--- src/rtl/keypad_row_scanner_pkg.sv ---
// Shared types and constants for the 4x4 keypad row scanner.
package keypad_row_scanner_pkg;

    localparam int NUM_ROWS               = 4;
    localparam int NUM_COLS               = 4;
    localparam int DEFAULT_SCAN_TICKS     = 27_000;
    localparam int DEFAULT_DEBOUNCE_TICKS = 270_000;

    typedef enum logic [1:0] {
        ST_SCAN     = 2'd0,
        ST_DEBOUNCE = 2'd1,
        ST_REPORT   = 2'd2,
        ST_RELEASE  = 2'd3
    } scan_state_t;

    // One-hot row drive pattern for a row index.
    function automatic logic [3:0] row_onehot(input logic [1:0] row);
        logic [3:0] drive;
        case (row)
            2'd0:    drive = 4'b0001;
            2'd1:    drive = 4'b0010;
            2'd2:    drive = 4'b0100;
            2'd3:    drive = 4'b1000;
            default: drive = 4'b0001;
        endcase
        return drive;
    endfunction

    // Index of the lowest active column; several keys on one row resolve low.
    function automatic logic [1:0] lowest_col(input logic [3:0] cols);
        logic [1:0] idx;
        if (cols[0]) begin
            idx = 2'd0;
        end else if (cols[1]) begin
            idx = 2'd1;
        end else if (cols[2]) begin
            idx = 2'd2;
        end else begin
            idx = 2'd3;
        end
        return idx;
    endfunction

endpackage

--- src/rtl/keypad_row_scanner_stable_timer.sv ---
// Saturating stability counter: counts enabled cycles, flags the last one.
module stable_timer #(
    parameter int TICKS = 8,
    parameter int WIDTH = 4
) (
    input  logic clk,
    input  logic reset,
    input  logic en,
    input  logic clr,
    output logic done
);

    localparam logic [WIDTH-1:0] LAST = WIDTH'(TICKS - 1);
    localparam logic [WIDTH-1:0] ONE  = WIDTH'(1);
    localparam logic [WIDTH-1:0] ZERO = WIDTH'(0);

    logic [WIDTH-1:0] cnt_r;

    // Terminal flag: the current cycle is the TICKS-th consecutive enabled one.
    assign done = (cnt_r == LAST);

    // Count enabled cycles; clear has priority and the count saturates at LAST.
    always_ff @(posedge clk or posedge reset) begin
        if (reset) begin
            cnt_r <= ZERO;
        end else if (clr) begin
            cnt_r <= ZERO;
        end else if (en && !done) begin
            cnt_r <= cnt_r + ONE;
        end else begin
            cnt_r <= cnt_r;
        end
    end

endmodule

--- src/rtl/keypad_row_scanner.sv ---
// 4x4 keypad scanner: drives rows one-hot, debounces a press, reports the
// key code once through a valid/ready handshake, then waits for release.
module keypad_row_scanner
    import keypad_row_scanner_pkg::*;
#(
    parameter int SCAN_TICKS     = DEFAULT_SCAN_TICKS,
    parameter int DEBOUNCE_TICKS = DEFAULT_DEBOUNCE_TICKS
) (
    input  logic                clk,
    input  logic                reset,
    input  logic [NUM_COLS-1:0] columnas,
    output logic [NUM_ROWS-1:0] filas,
    output logic                key_valid,
    output logic [3:0]          key_code,
    input  logic                key_ready,
    output logic                key_held
);

    localparam int MAX_TICKS = (SCAN_TICKS > DEBOUNCE_TICKS) ? SCAN_TICKS : DEBOUNCE_TICKS;
    localparam int CNT_W     = (MAX_TICKS > 2) ? $clog2(MAX_TICKS) : 1;

    localparam logic [CNT_W-1:0] SCAN_LAST = CNT_W'(SCAN_TICKS - 1);
    localparam logic [CNT_W-1:0] CNT_ONE   = CNT_W'(1);
    localparam logic [CNT_W-1:0] CNT_ZERO  = CNT_W'(0);

    logic [3:0]       col_meta_r;
    logic [3:0]       col_sync_r;
    logic [3:0]       col_s;
    scan_state_t      state_r;
    logic [1:0]       row_r;
    logic [CNT_W-1:0] scan_cnt_r;
    logic [3:0]       pattern_r;
    logic             timer_en_s;
    logic             timer_clr_s;
    logic             timer_done_s;

    // Two-flop synchronizer for the asynchronous column lines.
    always_ff @(posedge clk or posedge reset) begin
        if (reset) begin
            col_meta_r <= 4'b0000;
            col_sync_r <= 4'b0000;
        end else begin
            col_meta_r <= columnas;
            col_sync_r <= col_meta_r;
        end
    end

    assign col_s = col_sync_r;

    // Stability timer runs only while the watched condition holds; it is
    // cleared in every other cycle and on its terminal cycle, so each state
    // entry starts from zero.
    always_comb begin
        timer_en_s = 1'b0;
        case (state_r)
            ST_DEBOUNCE: timer_en_s = (col_s == pattern_r);
            ST_RELEASE:  timer_en_s = (col_s == 4'b0000);
            default:     timer_en_s = 1'b0;
        endcase
        timer_clr_s = !timer_en_s || timer_done_s;
    end

    stable_timer #(
        .TICKS (DEBOUNCE_TICKS),
        .WIDTH (CNT_W)
    ) u_stable_timer (
        .clk   (clk),
        .reset (reset),
        .en    (timer_en_s),
        .clr   (timer_clr_s),
        .done  (timer_done_s)
    );

    // Scan/debounce/report/release state machine with registered outputs.
    always_ff @(posedge clk or posedge reset) begin
        if (reset) begin
            state_r    <= ST_SCAN;
            row_r      <= 2'd0;
            scan_cnt_r <= CNT_ZERO;
            pattern_r  <= 4'b0000;
            filas      <= 4'b0001;
            key_valid  <= 1'b0;
            key_code   <= 4'h0;
            key_held   <= 1'b0;
        end else begin
            case (state_r)
                ST_SCAN: begin
                    if (scan_cnt_r == SCAN_LAST) begin
                        scan_cnt_r <= CNT_ZERO;
                        if (col_s == 4'b0000) begin
                            row_r <= row_r + 2'd1;
                            filas <= row_onehot(row_r + 2'd1);
                        end else begin
                            pattern_r <= col_s;
                            state_r   <= ST_DEBOUNCE;
                        end
                    end else begin
                        scan_cnt_r <= scan_cnt_r + CNT_ONE;
                    end
                end
                ST_DEBOUNCE: begin
                    if (col_s != pattern_r) begin
                        // Bounce: rescan the same row from a fresh count.
                        scan_cnt_r <= CNT_ZERO;
                        state_r    <= ST_SCAN;
                    end else if (timer_done_s) begin
                        key_code  <= {row_r, lowest_col(pattern_r)};
                        key_valid <= 1'b1;
                        key_held  <= 1'b1;
                        state_r   <= ST_REPORT;
                    end else begin
                        state_r <= ST_DEBOUNCE;
                    end
                end
                ST_REPORT: begin
                    // Releasing the key here does not withdraw the code.
                    if (key_ready) begin
                        key_valid <= 1'b0;
                        state_r   <= ST_RELEASE;
                    end else begin
                        state_r <= ST_REPORT;
                    end
                end
                ST_RELEASE: begin
                    if ((col_s == 4'b0000) && timer_done_s) begin
                        row_r      <= row_r + 2'd1;
                        filas      <= row_onehot(row_r + 2'd1);
                        key_held   <= 1'b0;
                        scan_cnt_r <= CNT_ZERO;
                        state_r    <= ST_SCAN;
                    end else begin
                        state_r <= ST_RELEASE;
                    end
                end
                default: begin
                    state_r    <= ST_SCAN;
                    row_r      <= 2'd0;
                    scan_cnt_r <= CNT_ZERO;
                    filas      <= 4'b0001;
                    key_valid  <= 1'b0;
                    key_held   <= 1'b0;
                end
            endcase
        end
    end

endmodule
--- config.mk ---
export PLATFORM = sky130hd
export DESIGN_NAME = keypad_row_scanner
export DESIGN_NICKNAME = d
export VERILOG_FILES = /design/src/rtl/keypad_row_scanner_pkg.sv /design/src/rtl/keypad_row_scanner_stable_timer.sv /design/src/rtl/keypad_row_scanner.sv
export SDC_FILE = /design/constraint.sdc
export NUM_CORES = 1
export LEC_CHECK = 0
export CORE_UTILIZATION = 62
export CTS_BUF_LIST = sky130_fd_sc_hd__clkbuf_4
export CTS_CLUSTER_SIZE = 25
export DETAILED_ROUTE_END_ITERATION = 10
export MAX_ROUTING_LAYER = met4
export PLACE_DENSITY = 0.93
export SYNTH_ARGS = -nofsm -noshare
export SYNTH_HDL_FRONTEND = slang
export SYNTH_HIERARCHICAL = 1
export SYNTH_SLANG_ARGS = --single-unit
--- constraint.sdc ---
create_clock -name clk -period 2.7 [get_ports clk]
set_clock_uncertainty 0.1 [all_clocks]
set_input_delay 0.54 -clock clk [delete_from_list [all_inputs] [get_ports clk]]
set_output_delay 0.54 -clock clk [all_outputs]
set_load 0.01 [all_outputs]
Word-level counts from Yosys, hierarchy flattened
Cells that the tools add are included.
{"block": "classes", "n_addsub": 3, "eq_ne": 18, "mux": 32, "bitwise": 2, "n_reduce_logical": 20}
{"op": "2-to-1 mux 19 bit", "count": 5}
{"op": "one-hot mux 19 bit (3 select lines)", "count": 1}
{"op": "adder 19 x 1 -> 19 bit, second input constant", "count": 2}
{"op": "2-to-1 mux 2 bit", "count": 10}
{"op": "equality test 19 x 15 -> 1 bit, second input constant", "count": 1}
{"op": "equality test 19 bit, second input constant", "count": 1}
{"op": "inequality test 2 bit, second input constant", "count": 8}
{"op": "one-hot mux 4 bit (4 select lines)", "count": 1}
{"op": "2-to-1 mux 4 bit", "count": 3}
{"op": "AND reduction 4 bit", "count": 3}
{"op": "AND reduction 3 bit", "count": 3}
{"op": "equality test 2 bit, second input constant", "count": 4}
{"op": "one-hot mux 2 bit (4 select lines)", "count": 1}
{"op": "one-hot mux 4 bit (2 select lines)", "count": 1}
{"op": "nonzero test 2 bit", "count": 4}
{"op": "2-to-1 mux 1 bit", "count": 6}
{"op": "one-hot mux 1 bit (2 select lines)", "count": 3}
{"op": "equality test 2 x 1 -> 1 bit, second input constant", "count": 2}
{"op": "equality test 4 bit", "count": 1}
{"op": "logical NOT 2 bit", "count": 2}
{"op": "logical NOT 4 bit", "count": 1}
{"op": "inequality test 4 bit", "count": 1}
{"op": "one-hot mux 2 bit (2 select lines)", "count": 1}
{"op": "nonzero test 3 bit", "count": 1}
{"op": "other kinds (6)", "count": 9}
{"block": "word_totals", "ff_bits": 64, "inputBits": 7, "out_inout_bits": 10, "elab_cells": 86}

Depth between registers and ports, before layout
{"block": "depth", "ltp_word": 6, "mapped_depth": 10, "ltp_nobuf": 9}

Hierarchy
The synthesis kept the hierarchy.
{"mod": "keypad_row_scanner", "instances": 1, "cells_each": 214, "area_per_inst_um2": 2217.1, "seq_area_each_um2": 1127.3}
{"mod": "stable_timer", "instances": 1, "cells_each": 110, "area_per_inst_um2": 1081.0, "seq_area_each_um2": 475.5}

Worst setup path after synthesis
No wires, ideal clock.
{"block": "synth_path", "path_kind": "flip-flop to flip-flop", "start": "register u_stable_timer.cnt_r[0]", "end": "register u_stable_timer.cnt_r[0]", "setup_ns": 0.132, "arrival_ns": 2.119, "required_ns": 2.468, "path_slack_ns": 0.349, "stages_incl_launch_ff": 9, "n_path_buf": 2, "synth_period_minus_slack_ns": 2.351, "cell_sequence": "dfrtp_1 ha_1 nand2_1 nand4bb_2 nor2_1 nand2b_1 clkbuf_1 buf_1 nor2_1"}
{"block": "synth_via", "word_cells_on_any_way": 8, "classes_between": "add/sub (1); eq/ne (1); mux (2); reduce/logical (4)"}
{"element": "from (decl)", "line": "keypad_row_scanner_stable_timer.sv:17", "source": "logic [WIDTH-1:0] cnt_r;"}
{"element": "from (signal assigned)", "line": "keypad_row_scanner_stable_timer.sv:29", "source": "cnt_r <= cnt_r + ONE;"}
{"element": "from (signal assigned)", "line": "keypad_row_scanner_stable_timer.sv:31", "source": "cnt_r <= cnt_r;"}
{"element": "equality test 19 bit *", "line": "keypad_row_scanner_stable_timer.sv:20", "source": "assign done = (cnt_r == LAST);"}
{"element": "net timer_done_s", "line": "keypad_row_scanner.sv:35", "source": "logic timer_done_s;"}
{"element": "logical OR 1 bit *", "line": "keypad_row_scanner.sv:60", "source": "timer_clr_s = !timer_en_s || timer_done_s;"}
{"element": "net timer_clr_s", "line": "keypad_row_scanner.sv:34", "source": "logic timer_clr_s;"}
{"element": "2-to-1 mux 19 bit / nonzero test 2 bit (equally long branches)"}
The timed path passes the listed nets; every way through them passes the cells marked *. The select of a mux whose other input is x is not followed.
A chain may end at the register's enable or synchronous reset.

Final worst setup path
{"block": "layout_path", "start": "register col_sync_r[0] (netlist: col_s[0])", "end": "register u_stable_timer.cnt_r[18]"}
{"block": "layout_via", "elab_chain_len": 5, "word_cells_on_any_way": 8, "classes_between": "eq/ne (1); mux (2); reduce/logical (5)"}
{"element": "from (decl)", "line": "keypad_row_scanner.sv:27", "source": "logic [3:0] col_sync_r;"}
{"element": "from (signal assigned)", "line": "keypad_row_scanner.sv:44", "source": "col_sync_r <= col_meta_r;"}
{"element": "equality test 4 bit / logical NOT 4 bit (equally long branches)", "line": "keypad_row_scanner.sv:56, keypad_row_scanner.sv:57"}
{"element": "one-hot mux 1 bit (2 select lines) *", "line": "keypad_row_scanner.sv:55", "source": "case (state_r)"}
{"element": "net timer_en_s", "line": "keypad_row_scanner.sv:33", "source": "logic timer_en_s;"}
{"element": "logical NOT 1 bit", "line": "keypad_row_scanner.sv:60"}
{"element": "logical OR 1 bit", "line": "keypad_row_scanner.sv:60"}
{"element": "2-to-1 mux 19 bit / nonzero test 2 bit (equally long branches)"}
The timed path passes the listed nets; every way through them passes the cells marked *.

==> summary.md <==
| Metric | Value |
|---|---|
| Status | `completed` |
| Total of max-cap violations | `0` |
| Share of cells above drive strength 1 | `16.6%` |
| Net switching power | `401 µW` |
| CTS buffer count | `9` |
| Ys Warns | `6` |
| Gate power share | `2.1%` |
| Placed Instances | `a little over 400` |
| Syn nets | `337` |
| EDFF count, synth | `0` |
| Detailed Route WL | `7940 µm` |
| CP Class | `flop to flop` |
| Starting Density | `64.6%` |
| Avg Cell Area, Syn | `10.2 µm²` |
| CTS tree | `yes` |
| Cell taking the most area after synthesis | `dfrtp_1` |
| DP HPWL | `a little over 5000 µm` |
| FMAX | `0.399 GHz` |
| Cells along the critical path | `nor4_4, and2_1, o21a_2, and2_1, and3_1, nand3_1, xor2_1, nor2_1` |
| Setup violators final | `0` |
| Critical-path top delay cell | `nor4_4` |
| Clock Latency Late Sink | `0.42 ns` |
| Cell area after synthesis | `between 3000 and 4000 µm²` |
| Die width | `~75 µm` |
| Final Hold Viols | `0` |
| Slew Limit Fails | `0` |
| Critical Path Source Type | `flop` |
| CP delay by family, top | `simple AND/OR/NAND/NOR gates` |
| Clock Tree Root | `clkbuf_4` |
| Yosys reg bits | `64` |
| Initial antenna violation count | `0` |
| Die Y | `between 70 and 80 µm` |
| Post-CTS Setup Bufs | `0` |
| Setup repair after global routing missed its margin | `no` |
| Crit-path max FO | `10` |
| CP peak stage delay | `0.49 ns` |
| Pleak | `about 1.7 nW` |
| Slew HR | `50.0%` |
| Total gr overflow | `0` |
| Worst Max-Slew Pin Slew | `0.744 ns` |
| Seq pwr share | `between 50% and 60%` |
| H-Tree Level Count | `3` |
| Mapped Cells | `324` |
| Ports | `17` |
| Via Count | `2,681` |
| Largest net degree at the start of global routing | `24` |
| Int Pwr | `1.35 mW` |
| Core ar. | `5110 µm²` |
| Commonest non-fill, non-tap cell in the layout | `dfrtp_1` |
| Clock sinks | `64` |
| 1st-iter DRT viols | `333` |
| WL/cell | `18.7 µm` |
| Most frequent cells in the layout | `dfrtp_1 (63), nor2_1 (28), nand2_1 (19)` |
| Number of global-route vias before repair | `2,557` |
| CP required | `2.90 ns` |
| Synth Flop Type | `dfrtp_1` |
| PortBufs | `16` |
| Hold Crit Depth | `0` |
| Worst path depth | `8` |
| DIE AREA | `5620 µm²` |
| Fin cells | `between 400 and 500` |
| Async S/R FF share, synth | `between 90% and 100%` |
| DRC violations left | `0` |
| Area grow syn2layout | `14.0%` |
| Filler instances | `302` |
| Worst hold path type | `flop to flop` |
| Synth area leaders | `dfrtp_1 (48%), mux2_2 (4.1%), nor2_1 (3.3%)` |
| CP dominant cell by count | `and2_1` |
| P per Cell Area | `466 nW/µm²` |
| Routability congestion estimate from global placement | `0.963` |
| Buf/Inv on CP | `0` |
| Seq/Total Area, Yosys | `between 40% and 50%` |
| Final period demand of the worst path | `about 2.5 ns` |
| Gr usage total | `32.3%` |
| Critical Path AT | `~2.7 ns` |
| Register-to-Register Path Depth | `8` |
| Clock-pin slew on the worst setup and hold paths | `0.11 ns` |
| Peak VDD IR | `between 500 and 600 µV` |
| Maximum root-to-sink buffer count | `2` |
| ANT nets after route | `0` |
| Clock Power Share | `42.6%` |
| Nets | `~360` |
| Final setup TNS | `0 ns` |
| Critical path endpoint category | `flop` |
| 1st-pass router iterations | `5` |
| Global-route wire length before repair | `approximately 13,000 µm` |
| Tcrit/Tclk final | `between 90 and 100%` |
| Switching part of the total power | `22.9%` |
| Diodes inserted | `0` |
| Vias per cell | `6.31` |
| Rows | `26` |
| Netlist cell types | `60` |
| Area share of the largest cell type after synthesis | `between 40% and 50%` |
==> routing by layer <==
metal,vias up,share of wire (%),track usage (%)
met5,-,0,-
met4,0,2.7,16.4
met3,23,6.8,6.83
met2,144,49,49.8
met1,1297,41,40.3
li1,1217,-,-
==> repair_timing <==
action	in CTS	in global routing
gates resized for setup	0	3
hold endpoints to repair	0	0
hold buffers	0	0
endpoints found under the setup margin	0	6
==> registers in the layout, summed over array words and instances (netlist names) <==
register,flops
scan_cnt_r,19
u_stable_timer/cnt_r,19
col_meta_r,4
col_s,4
filas,4
key_code,4
pattern_r,4
row_r,2
state_r,2
key_held,1
key_valid,1
==> worst register-to-register path: cells and delay by family (launching register included) <==
family                    cells  cell delay (ns)
and+or+nand+nor               6             1.34
AOI/OAI and AO/OA             1             0.26
DFF                           1             0.46
xor gates and xnor gates      1             0.23
==> through the flow <==
stage	setup WS, ns	area [µm²]	power (mW)	hold WS (ns)	utilization, %
2_1_floorplan	0.349	3300	1.01	0.231	-
3_3_place_gp	0.323	3580	1.02	0.231	70.1
3_5_place_dp	0.171	3580	1.02	0.235	70.1
4_1_cts	0.136	3750	1.76	0.265	73.3
5_1_grt	0.0501	3760	1.80	0.272	73.6
6_report	0.191	3760	1.75	0.254	73.6
==> power by group through the flow <==
stage                     clock network (mW)  registers [mW]  logic, mW
after global placement                     0           0.988     0.0353
final                                  0.746           0.970     0.0360
after global routing                   0.791           0.971     0.0414
after detailed placement                   0           0.989     0.0365
after floorplan                            0           0.987     0.0186
after CTS                              0.753           0.970     0.0371
==> area by class of cell <==
cell class,instances,area (µm²),share of cell area [%]
Sequential cell,64,1600,42.6
Multi-Input combinational cell,231,1600,42.5
Timing Repair Buffer,27,243,6.46
Clock inverter,7,96.3,2.56
Tap cell,70,87.6,2.33
Clock buffer,9,67.6,1.80
Inverter,17,63.8,1.70
==> cells by family (layout without fill, tap and decap cells) <==
group	Yosys count	in the layout	share of synthesized area, %
buf+inv	29	60	3.49
flops	64	64	48.6
compound gates	56	56	11.3
mux	20	20	6.90
simple gates	132	132	22.9
fa+ha+maj	6	6	2.28
xor+xnor	17	17	4.51
==> synthesized netlist by cell type, types with 7 or more instances <==
master / number
nand2_1: 19
and3_1: 8
a21oi_1: 15
nand3_1: 17
dfrtp_1: 63
o21ai_0: 14
nor2_1: 29
inv_1: 17
xnor2_1: 7
nand4_1: 12
xor2_1: 10
mux2_2: 12
nor3_1: 12
==> final timing paths <==
check	from	end	slack (ns)
max	col_s[0]	u_stable_timer/cnt_r[18]	0.19
min	col_meta_r[1]	col_s[1]	0.25
max reg2reg	col_s[0]	u_stable_timer/cnt_r[18]	0.19
min reg2reg	col_meta_r[1]	col_s[1]	0.25
max in group asynchronous	reset	filas[0]	1.46
min in group asynchronous	reset	scan_cnt_r[0]	0.41
No activity file was read; power rests on OpenSTA's default activity.
